File: config.mk
export PLATFORM = sky130hd
export DESIGN_NAME = axi_rd_scheduler_flat
export DESIGN_NICKNAME = d
export VERILOG_FILES = /design/src/rtl/axi_rd_scheduler_pkg.sv /design/src/rtl/axi_rd_scheduler_if.sv /design/src/rtl/mem_rr_picker.sv /design/src/rtl/axi_rd_scheduler.sv /design/src/flat_wrapper.sv
export SDC_FILE = /design/constraint.sdc
export NUM_CORES = 1
export LEC_CHECK = 0
export ABC_AREA = 1
export BUFFER_PORTS_ARGS = -buffer_cell sky130_fd_sc_hd__buf_2
export CAP_MARGIN = 30
export CORE_AREA = 2 2 484 486
export DETAILED_ROUTE_END_ITERATION = 7
export DIE_AREA = 0 0 486 488
export GPL_ROUTABILITY_DRIVEN = 1
export GPL_TIMING_DRIVEN = 0
export PLACE_DENSITY = 0.3
export SLEW_MARGIN = 10
export SYNTH_ARGS = -nofsm -noshare
export SYNTH_HDL_FRONTEND = slang
export SYNTH_SLANG_ARGS = --single-unit
export TNS_END_PERCENT = 50
File: constraint.sdc
create_clock -name clk_i -period 7.18 [get_ports clk_i]
set_input_delay 1.077 -clock clk_i [delete_from_list [all_inputs] [get_ports clk_i]]
set_output_delay 1.077 -clock clk_i [all_outputs]
set_load 0.01 [all_outputs]
File: src/rtl/axi_rd_scheduler_pkg.sv
// Shared types and constants for the AXI read scheduler: request descriptor,
// requester indices and default bus widths.
package axi_rd_scheduler_pkg;

    localparam int unsigned RD_NUM_REQ         = 3;
    localparam int unsigned PHY_ADDR_W         = 40;
    localparam int unsigned MEM_ID_W           = 4;
    localparam int unsigned MEM_DATA_W         = 512;
    localparam int unsigned RD_MAX_OUTSTANDING = 4;

    localparam int unsigned REQ_ICACHE = 0;
    localparam int unsigned REQ_DMISS  = 1;
    localparam int unsigned REQ_DUC    = 2;

    typedef struct packed {
        logic [PHY_ADDR_W-1:0] addr;
        logic [7:0]            len;
        logic [MEM_ID_W-1:0]   id;
    } rd_req_t;

    function automatic int unsigned idx_w(input int unsigned n);
        return (n > 1) ? $clog2(n) : 1;
    endfunction

endpackage

File: src/rtl/axi_rd_scheduler_if.sv
// Requester, AR/R and response signals of the read scheduler. The master modport is the
// scheduler's view; slave is the view of everything around it.
interface axi_rd_scheduler_if #(
    parameter int unsigned NUM_REQ = axi_rd_scheduler_pkg::RD_NUM_REQ,
    parameter int unsigned ADDR_W  = axi_rd_scheduler_pkg::PHY_ADDR_W,
    parameter int unsigned ID_W    = axi_rd_scheduler_pkg::MEM_ID_W,
    parameter int unsigned DATA_W  = axi_rd_scheduler_pkg::MEM_DATA_W
) ();

    logic [NUM_REQ-1:0]        req_valid_i;
    logic [NUM_REQ-1:0]        req_ready_o;
    logic [NUM_REQ*ADDR_W-1:0] req_addr_i;
    logic [NUM_REQ*8-1:0]      req_len_i;
    logic [NUM_REQ*ID_W-1:0]   req_id_i;
    logic                      ar_valid_o;
    logic                      ar_ready_i;
    logic [ADDR_W-1:0]         ar_addr_o;
    logic [7:0]                ar_len_o;
    logic [ID_W-1:0]           ar_id_o;
    logic                      r_valid_i;
    logic                      r_ready_o;
    logic [ID_W-1:0]           r_id_i;
    logic                      r_last_i;
    logic [DATA_W-1:0]         r_data_i;
    logic [NUM_REQ-1:0]        rsp_valid_o;
    logic [NUM_REQ-1:0]        rsp_ready_i;
    logic                      rsp_last_o;
    logic [DATA_W-1:0]         rsp_data_o;
    logic                      err_o;

    modport master (
        input  req_valid_i, req_addr_i, req_len_i, req_id_i, ar_ready_i,
        input  r_valid_i, r_id_i, r_last_i, r_data_i, rsp_ready_i,
        output req_ready_o, ar_valid_o, ar_addr_o, ar_len_o, ar_id_o,
        output r_ready_o, rsp_valid_o, rsp_last_o, rsp_data_o, err_o
    );

    modport slave (
        output req_valid_i, req_addr_i, req_len_i, req_id_i, ar_ready_i,
        output r_valid_i, r_id_i, r_last_i, r_data_i, rsp_ready_i,
        input  req_ready_o, ar_valid_o, ar_addr_o, ar_len_o, ar_id_o,
        input  r_ready_o, rsp_valid_o, rsp_last_o, rsp_data_o, err_o
    );

endinterface

File: src/rtl/mem_rr_picker.sv
// Round-robin picker: first eligible requester at or after the pointer, wrapping.
module mem_rr_picker
    import axi_rd_scheduler_pkg::*;
#(
    parameter int unsigned NUM_REQ = RD_NUM_REQ,
    localparam int unsigned IdxW   = idx_w(NUM_REQ)
) (
    input  logic [NUM_REQ-1:0] eligible_i,
    input  logic [IdxW-1:0]    ptr_i,
    output logic [NUM_REQ-1:0] grant_o,
    output logic [IdxW-1:0]    idx_o,
    output logic               valid_o
);

    always_comb begin
        int unsigned cand;
        cand    = 0;
        grant_o = '0;
        idx_o   = '0;
        valid_o = 1'b0;
        for (int unsigned off = 0; off < NUM_REQ; off++) begin
            cand = (int'(ptr_i) + off) % NUM_REQ;
            if (!valid_o && eligible_i[cand]) begin
                valid_o       = 1'b1;
                grant_o[cand] = 1'b1;
                idx_o         = IdxW'(cand);
            end
        end
    end

endmodule

File: src/rtl/axi_rd_scheduler.sv
// Shares one AXI AR/R read path among several requesters: round-robin AR grant, one burst
// in flight per ID, per-requester outstanding cap, R beats routed to the owner of r_id_i.
module axi_rd_scheduler
    import axi_rd_scheduler_pkg::*;
#(
    parameter int unsigned NUM_REQ         = RD_NUM_REQ,
    parameter int unsigned ADDR_W          = PHY_ADDR_W,
    parameter int unsigned ID_W            = MEM_ID_W,
    parameter int unsigned DATA_W          = MEM_DATA_W,
    parameter int unsigned MAX_OUTSTANDING = RD_MAX_OUTSTANDING
) (
    input logic               clk_i,
    input logic               rst_i,
    axi_rd_scheduler_if.master bus
);

    localparam int unsigned IdxW   = idx_w(NUM_REQ);
    localparam int unsigned CntW   = $clog2(MAX_OUTSTANDING + 1);
    localparam int unsigned NumIds = 2 ** ID_W;

    logic [IdxW-1:0]   ptr_q, ptr_d;
    logic [NumIds-1:0] busy_q, busy_d;
    logic [IdxW-1:0]   owner_q [NumIds];
    logic [IdxW-1:0]   owner_d [NumIds];
    logic [CntW-1:0]   cnt_q [NUM_REQ];
    logic [CntW-1:0]   cnt_d [NUM_REQ];
    rd_req_t           ar_q, ar_d;
    logic              ar_valid_q, ar_valid_d;
    logic              err_q, err_d;

    rd_req_t           req [NUM_REQ];
    logic [NUM_REQ-1:0] eligible;
    logic [NUM_REQ-1:0] pick_grant;
    logic [IdxW-1:0]    pick_idx;
    logic               pick_valid;
    logic               grant_valid;
    logic [IdxW-1:0]    r_owner;
    logic               r_busy;
    logic               r_ready;
    logic [NUM_REQ-1:0] rsp_valid;
    logic               r_done;

    always_comb begin
        for (int unsigned i = 0; i < NUM_REQ; i++) begin
            req[i].addr = bus.req_addr_i[i*ADDR_W +: ADDR_W];
            req[i].len  = bus.req_len_i[i*8 +: 8];
            req[i].id   = bus.req_id_i[i*ID_W +: ID_W];
            eligible[i] = bus.req_valid_i[i] && (cnt_q[i] < CntW'(MAX_OUTSTANDING))
                          && !busy_q[req[i].id];
        end
    end

    mem_rr_picker #(
        .NUM_REQ (NUM_REQ)
    ) u_picker (
        .eligible_i (eligible),
        .ptr_i      (ptr_q),
        .grant_o    (pick_grant),
        .idx_o      (pick_idx),
        .valid_o    (pick_valid)
    );

    // The slot may be refilled in the same cycle it hands its AR over.
    assign grant_valid = pick_valid && (!ar_valid_q || bus.ar_ready_i) && !rst_i;

    assign r_owner = owner_q[bus.r_id_i];
    assign r_busy  = busy_q[bus.r_id_i];

    // Beats for an ID nobody owns are sunk so a stray response cannot stall the bus.
    always_comb begin
        rsp_valid = '0;
        r_ready   = bus.r_valid_i;
        if (r_busy) begin
            rsp_valid[r_owner] = bus.r_valid_i;
            r_ready            = bus.rsp_ready_i[r_owner];
        end
        if (rst_i) begin
            rsp_valid = '0;
            r_ready   = 1'b0;
        end
    end

    assign r_done = bus.r_valid_i && r_ready && bus.r_last_i && r_busy;

    always_comb begin
        ptr_d      = ptr_q;
        busy_d     = busy_q;
        owner_d    = owner_q;
        ar_d       = ar_q;
        ar_valid_d = ar_valid_q;
        err_d      = err_q | (bus.r_valid_i & ~r_busy);
        if (ar_valid_q && bus.ar_ready_i) ar_valid_d = 1'b0;
        if (r_done) busy_d[bus.r_id_i] = 1'b0;
        if (grant_valid) begin
            ar_valid_d                 = 1'b1;
            ar_d                       = req[pick_idx];
            ptr_d                      = (pick_idx == IdxW'(NUM_REQ - 1)) ? '0
                                                                          : pick_idx + IdxW'(1);
            busy_d[req[pick_idx].id]  = 1'b1;
            owner_d[req[pick_idx].id] = pick_idx;
        end
        for (int unsigned i = 0; i < NUM_REQ; i++) begin
            cnt_d[i] = cnt_q[i] + CntW'(grant_valid && (pick_idx == IdxW'(i)))
                                - CntW'(r_done && (r_owner == IdxW'(i)));
        end
    end

    always_ff @(posedge clk_i or posedge rst_i) begin
        if (rst_i) begin
            ptr_q      <= '0;
            busy_q     <= '0;
            ar_q       <= '0;
            ar_valid_q <= 1'b0;
            err_q      <= 1'b0;
            for (int unsigned k = 0; k < NumIds; k++) owner_q[k] <= '0;
            for (int unsigned k = 0; k < NUM_REQ; k++) cnt_q[k] <= '0;
        end else begin
            ptr_q      <= ptr_d;
            busy_q     <= busy_d;
            ar_q       <= ar_d;
            ar_valid_q <= ar_valid_d;
            err_q      <= err_d;
            owner_q    <= owner_d;
            cnt_q      <= cnt_d;
        end
    end

    assign bus.req_ready_o = grant_valid ? pick_grant : '0;
    assign bus.ar_valid_o  = ar_valid_q;
    assign bus.ar_addr_o   = ar_q.addr;
    assign bus.ar_len_o    = ar_q.len;
    assign bus.ar_id_o     = ar_q.id;
    assign bus.r_ready_o   = r_ready;
    assign bus.rsp_valid_o = rsp_valid;
    assign bus.rsp_last_o  = bus.r_last_i;
    assign bus.rsp_data_o  = bus.r_data_i[DATA_W-1:0];
    assign bus.err_o       = err_q;

endmodule

File: src/flat_wrapper.sv
// flat-port wrapper written by rule: the top's interface ports become plain ports
module axi_rd_scheduler_flat import axi_rd_scheduler_pkg::*;
#(
    parameter int unsigned NUM_REQ         = RD_NUM_REQ,
    parameter int unsigned ADDR_W          = PHY_ADDR_W,
    parameter int unsigned ID_W            = MEM_ID_W,
    parameter int unsigned DATA_W          = MEM_DATA_W,
    parameter int unsigned MAX_OUTSTANDING = RD_MAX_OUTSTANDING
)
  (clk_i, rst_i, bus_req_valid_i, bus_req_addr_i, bus_req_len_i, bus_req_id_i, bus_ar_ready_i, bus_r_valid_i, bus_r_id_i, bus_r_last_i, bus_r_data_i, bus_rsp_ready_i, bus_req_ready_o, bus_ar_valid_o, bus_ar_addr_o, bus_ar_len_o, bus_ar_id_o, bus_r_ready_o, bus_rsp_valid_o, bus_rsp_last_o, bus_rsp_data_o, bus_err_o);
  axi_rd_scheduler_if #(.NUM_REQ(NUM_REQ), .ADDR_W(ADDR_W), .ID_W(ID_W), .DATA_W(DATA_W)) bus_i ();
  input logic clk_i;
  input logic rst_i;
  input wire logic [$bits(bus_i.req_valid_i)-1:0] bus_req_valid_i;
  input wire logic [$bits(bus_i.req_addr_i)-1:0] bus_req_addr_i;
  input wire logic [$bits(bus_i.req_len_i)-1:0] bus_req_len_i;
  input wire logic [$bits(bus_i.req_id_i)-1:0] bus_req_id_i;
  input wire logic [$bits(bus_i.ar_ready_i)-1:0] bus_ar_ready_i;
  input wire logic [$bits(bus_i.r_valid_i)-1:0] bus_r_valid_i;
  input wire logic [$bits(bus_i.r_id_i)-1:0] bus_r_id_i;
  input wire logic [$bits(bus_i.r_last_i)-1:0] bus_r_last_i;
  input wire logic [$bits(bus_i.r_data_i)-1:0] bus_r_data_i;
  input wire logic [$bits(bus_i.rsp_ready_i)-1:0] bus_rsp_ready_i;
  output wire logic [$bits(bus_i.req_ready_o)-1:0] bus_req_ready_o;
  output wire logic [$bits(bus_i.ar_valid_o)-1:0] bus_ar_valid_o;
  output wire logic [$bits(bus_i.ar_addr_o)-1:0] bus_ar_addr_o;
  output wire logic [$bits(bus_i.ar_len_o)-1:0] bus_ar_len_o;
  output wire logic [$bits(bus_i.ar_id_o)-1:0] bus_ar_id_o;
  output wire logic [$bits(bus_i.r_ready_o)-1:0] bus_r_ready_o;
  output wire logic [$bits(bus_i.rsp_valid_o)-1:0] bus_rsp_valid_o;
  output wire logic [$bits(bus_i.rsp_last_o)-1:0] bus_rsp_last_o;
  output wire logic [$bits(bus_i.rsp_data_o)-1:0] bus_rsp_data_o;
  output wire logic [$bits(bus_i.err_o)-1:0] bus_err_o;
  assign bus_i.req_valid_i = bus_req_valid_i;
  assign bus_i.req_addr_i = bus_req_addr_i;
  assign bus_i.req_len_i = bus_req_len_i;
  assign bus_i.req_id_i = bus_req_id_i;
  assign bus_i.ar_ready_i = bus_ar_ready_i;
  assign bus_i.r_valid_i = bus_r_valid_i;
  assign bus_i.r_id_i = bus_r_id_i;
  assign bus_i.r_last_i = bus_r_last_i;
  assign bus_i.r_data_i = bus_r_data_i;
  assign bus_i.rsp_ready_i = bus_rsp_ready_i;
  assign bus_req_ready_o = bus_i.req_ready_o;
  assign bus_ar_valid_o = bus_i.ar_valid_o;
  assign bus_ar_addr_o = bus_i.ar_addr_o;
  assign bus_ar_len_o = bus_i.ar_len_o;
  assign bus_ar_id_o = bus_i.ar_id_o;
  assign bus_r_ready_o = bus_i.r_ready_o;
  assign bus_rsp_valid_o = bus_i.rsp_valid_o;
  assign bus_rsp_last_o = bus_i.rsp_last_o;
  assign bus_rsp_data_o = bus_i.rsp_data_o;
  assign bus_err_o = bus_i.err_o;
  axi_rd_scheduler #(.NUM_REQ(NUM_REQ), .ADDR_W(ADDR_W), .ID_W(ID_W), .DATA_W(DATA_W), .MAX_OUTSTANDING(MAX_OUTSTANDING)) u_core (.clk_i(clk_i), .rst_i(rst_i), .bus(bus_i));
endmodule
==> impl_metrics.csv <==
group,metric,value,unit
final_layout,n_fill_cell,27300,
floorplanning,coreArea,0.2319,sq mm
placement,pre_cts_ws,1659,ps
sta,fin_skew,14.79,ps
cts,cts_tree,"done",
final_layout,drive_gt1_frac,0.6241,
logic_synthesis,netlist.area_leader.share,0.3735,
logic_synthesis,synth_area_leaders,"buf_4 37%, dfrtp_1 27%, nand2_1 12%",
placement,hpwl,118000,um
route,num_vias,12300,
logic_synthesis,synthCells,1402,
cts,path_clk_slew,60,ps
power,ir_drop,199.1,uV
worst_setup_path,critPathLaunchType,"input port",
global_route,antenna_found_initial,68,
global_route,grt_pass1_vias,12280,
logic_synthesis,avgSynthCellArea,7.513,sq um
worst_setup_path,crit_path_top_delay_cell,"fa_1",
floorplanning,die_area,0.2372,sq mm
cts,clock_latency,460,ps
cts,root_buffer,"clkbuf_16",
logic_synthesis,synth_common_cells,"524 x buf_4, 323 x nand2_1, 113 x dfrtp_1",
cts,clk_path_buf_depth,2,
worst_setup_path,worst_path_largest_cell_delay,480,ps
sta,rsz0062_at_grt,"no",
logic_synthesis,synth.area.mux_share,0,
final_layout,syn2layout_area_growth,78.47,%
route,dr.pass1.iters,4,
sta,hold_slack,472.0,ps
sta,fmax,203.7,MHz
worst_setup_path,critPathArrivalTime,5260,ps
worst_setup_path,crit_chain,"buf_2 > inv_1 > nand2_2 > inv_1 > a22oi_1 > nand2_1 > nand2_1 > nand4_1 > o21ai_0 > o221ai_1 > nand2_1 > nand3b_2 > buf_2 > nor2_1 > ha_1 > inv_1 > ha_1 > inv_1 > fa_1 > inv_1",
final_layout,postLayoutCoreUtil,0.08107,
sta,report.final.slew_viol_count,0,
sta,hold_violations,0,
worst_setup_path,critPathBufInv,7,
logic_synthesis,synth-simple-area-share,0.2174,
floorplanning,initial_core_util,0.04542,
logic_synthesis,yosys.area_share.adder,0.01758,
global_route,grt_max_degree,90,
worst_setup_path,cp.depth,20,
worst_setup_path,path_class,"input port to register",
sta,finalCritPeriodShare,0.6838,
logic_synthesis,synth.most_common_cell,"buf_4",
final_layout,nets,2867,
final_layout,seq_area,0.002828,sq mm
floorplanning,rows,177,
placement,placed_cells,5194,
route,wl,126700,um
logic_synthesis,synth_area,0.01053,sq mm
logic_synthesis,ys_async_sr_fraction,1.000,
cts,holdBufCountCts,0,
cts,clock-sinks,113,
min_path,hold_depth,2,
worst_setup_path,end_kind,"register",
final_layout,multiInputGateArea,0.003347,sq mm
route,drc,0,
logic_synthesis,syn-num-nets,2098,
global_route,grt-ovfl-total,0,
worst_setup_path,worstPathRequired,7530,ps
global_route,grtUsageTotal,0.1012,
logic_synthesis,synth_edf_count,0,
sta,slew_headroom,0.3716,
logic_synthesis,synth_top_family_by_area,"buffers and inverters",
worst_setup_path,rr_worst_depth,16,
floorplanning,die_y,488,um
worst_setup_path,crit_fanout,10,
cts,cts_max_level,4,
worst_setup_path,critPathLaunch,"bus_r_id_i[1]",
route,viasPerCell,2.343,
sta,setup_violations,0,
logic_synthesis,yosysSeqAreaShare,0.2685,
min_path,hp-class,"register to register",
cts,cts_buffers,17,
floorplanning,die_w,486,um
logic_synthesis,synthXorXnorAreaFrac,0.004989,
route,wl_per_cell,24.15,um
logic_synthesis,synth.distinct_cells,39,
power,power_density,275.2,mW/mm^2
route,detail-route-antenna-nets,0,
global_route,grt_pass1_wl,149700,um
final_layout,instances_no_fill,5248,
sta,min_period,4909,ps
min_path,hold_start,"u_core.bus.err_o$_DFF_PP0_",
worst_setup_path,critical_path.top_delay_family,"buffers and inverters",
run,max_cap_viol_count,0,
worst_setup_path,cpMostUsedCell,"inv_1",
logic_synthesis,synth-seq-cells,113,
cts,cts.repair.resized,0,
worst_setup_path,timing.rr.start,"u_core.ptr_q[1]$_DFFE_PP0P_",
cts,cts_setup_buffers,0,
placement,place.gp.congestion,0.8269,
status,status,"completed",
sta,worst_slack,2271,ps
placement,port_buffers,742,
route,drt_iter0_markers,569,
logic_synthesis,synth_compound_area_frac,0.07781,
power,leakage,9.148,nW
logic_synthesis,yosys_warnings,0,
sta,worst_pin_slew,941.6,ps
logic_synthesis,ys.flop_type,"dfrtp_1",
logic_synthesis,yosysTopAreaCell,"buf_4",
sta,final.setup.tns,0,ps
floorplanning,io_pins,1257,
path summary, 6_finish.rpt:
path	to	slack, ps
setup / recovery	u_core.cnt_q[4]$_DFF_PP0_	2270
hold / removal	u_core.bus.err_o$_DFF_PP0_	470
setup reg to reg	u_core.cnt_q[4]$_DFF_PP0_	3160
hold reg to reg	u_core.bus.err_o$_DFF_PP0_	470
max in group asynchronous	u_core.ptr_q[0]$_DFFE_PP0P_	5790
min in group asynchronous	u_core.bus.err_o$_DFF_PP0_	570
sequential cells by signal, summed over array words and instances, names as in the netlist:
register / count
u_core.bus.ar_addr_o: 40
u_core.owner_q: 32
u_core.busy_q: 16
u_core.cnt_q: 9
u_core.bus.ar_len_o: 8
u_core.bus.ar_id_o: 4
u_core.ptr_q: 2
u_core.bus.ar_valid_o: 1
u_core.bus.err_o: 1
kinds of logic after synthesis:
kind of cell / Yosys count
adder cells (fa/ha/maj): 13
AND/OR/NAND/NOR: 515
buffers and inverters: 626
AO/OA/AOI/OAI: 129
XOR/XNOR: 6
flip-flops: 113
routing by layer:
metal / wire [um] / up-vias / track usage / part of all wire
met1: 42600 / 5732 / 0.09805 / 0.34
met2: 64220 / 822 / 0.1827 / 0.51
met4: 2918 / 44 / 0.02163 / 0.023
met5: 282 / - / 0 / 0.0022
li1: - / 5562 / - / -
met3: 16730 / 137 / 0.06098 / 0.13
power by group:
part	total, mW	switching [mW]	internal [mW]
Combinational	3.21	2.11	1.10
Clock	0.855	0.375	0.480
Sequential	1.11	0.175	0.933
Total	5.17	2.66	2.51
cell type report:
type / instances / area share
Clock buffer: 18 / 0.02283
Buffer: 553 / 0.2170
Timing Repair Buffer: 750 / 0.2040
Inverter: 73 / 0.01524
Multi-Input combinational cell: 663 / 0.1780
Antenna cell: 21 / 0.002796
Sequential cell: 113 / 0.1504
Tap cell: 3043 / 0.2025
Clock inverter: 14 / 0.007122
cell usage in the layout (no fill, tap or decap), drive strengths merged:
cell type / netlist / final
buf: 539 / 1289
nand2: 334 / 334
dfrtp: 113 / 113
nand3: 108 / 108
inv: 72 / 76
o21ai: 37 / 37
nor2: 34 / 34
a22oi: 32 / 32
clkbuf: 14 / 32
nand4: 30 / 30
a21oi: 26 / 26
diode: 0 / 21
a2bb2oi: 11 / 11
ha: 10 / 10
o22ai: 8 / 8
o21a: 7 / 7
xnor2: 6 / 6
clkinv: 1 / 6
nor3: 5 / 5
clkinvlp: 0 / 4
nand3b: 4 / 4
o31ai: 3 / 3
fa: 3 / 3
o211ai: 2 / 2
o21bai: 2 / 2
o221ai: 1 / 1
bufinv: 0 / 1
worst register-to-register path: stages, from the launching register on:
cell	delay [ps]
dfrtp_1	390
inv_1	100
ha_1	140
clkbuf_1	340
inv_1	170
nand4_1	150
nand3_1	100
nand2_2	170
nand3_1	160
nand2_2	150
nand2_4	130
nor2_2	760
buf_2	400
ha_1	190
inv_1	50
fa_1	490
inv_1	40
metrics by stage:
step / instance area (sq um) / power [mW]
5_1_grt: 18770 / 5.639
2_1_floorplan: 10530 / 2.871
3_3_place_gp: 18050 / 4.397
3_5_place_dp: 18170 / 4.456
6_report: 18800 / 5.174
4_1_cts: 18730 / 5.343
Note: power is estimated with default switching activity, not from simulation.
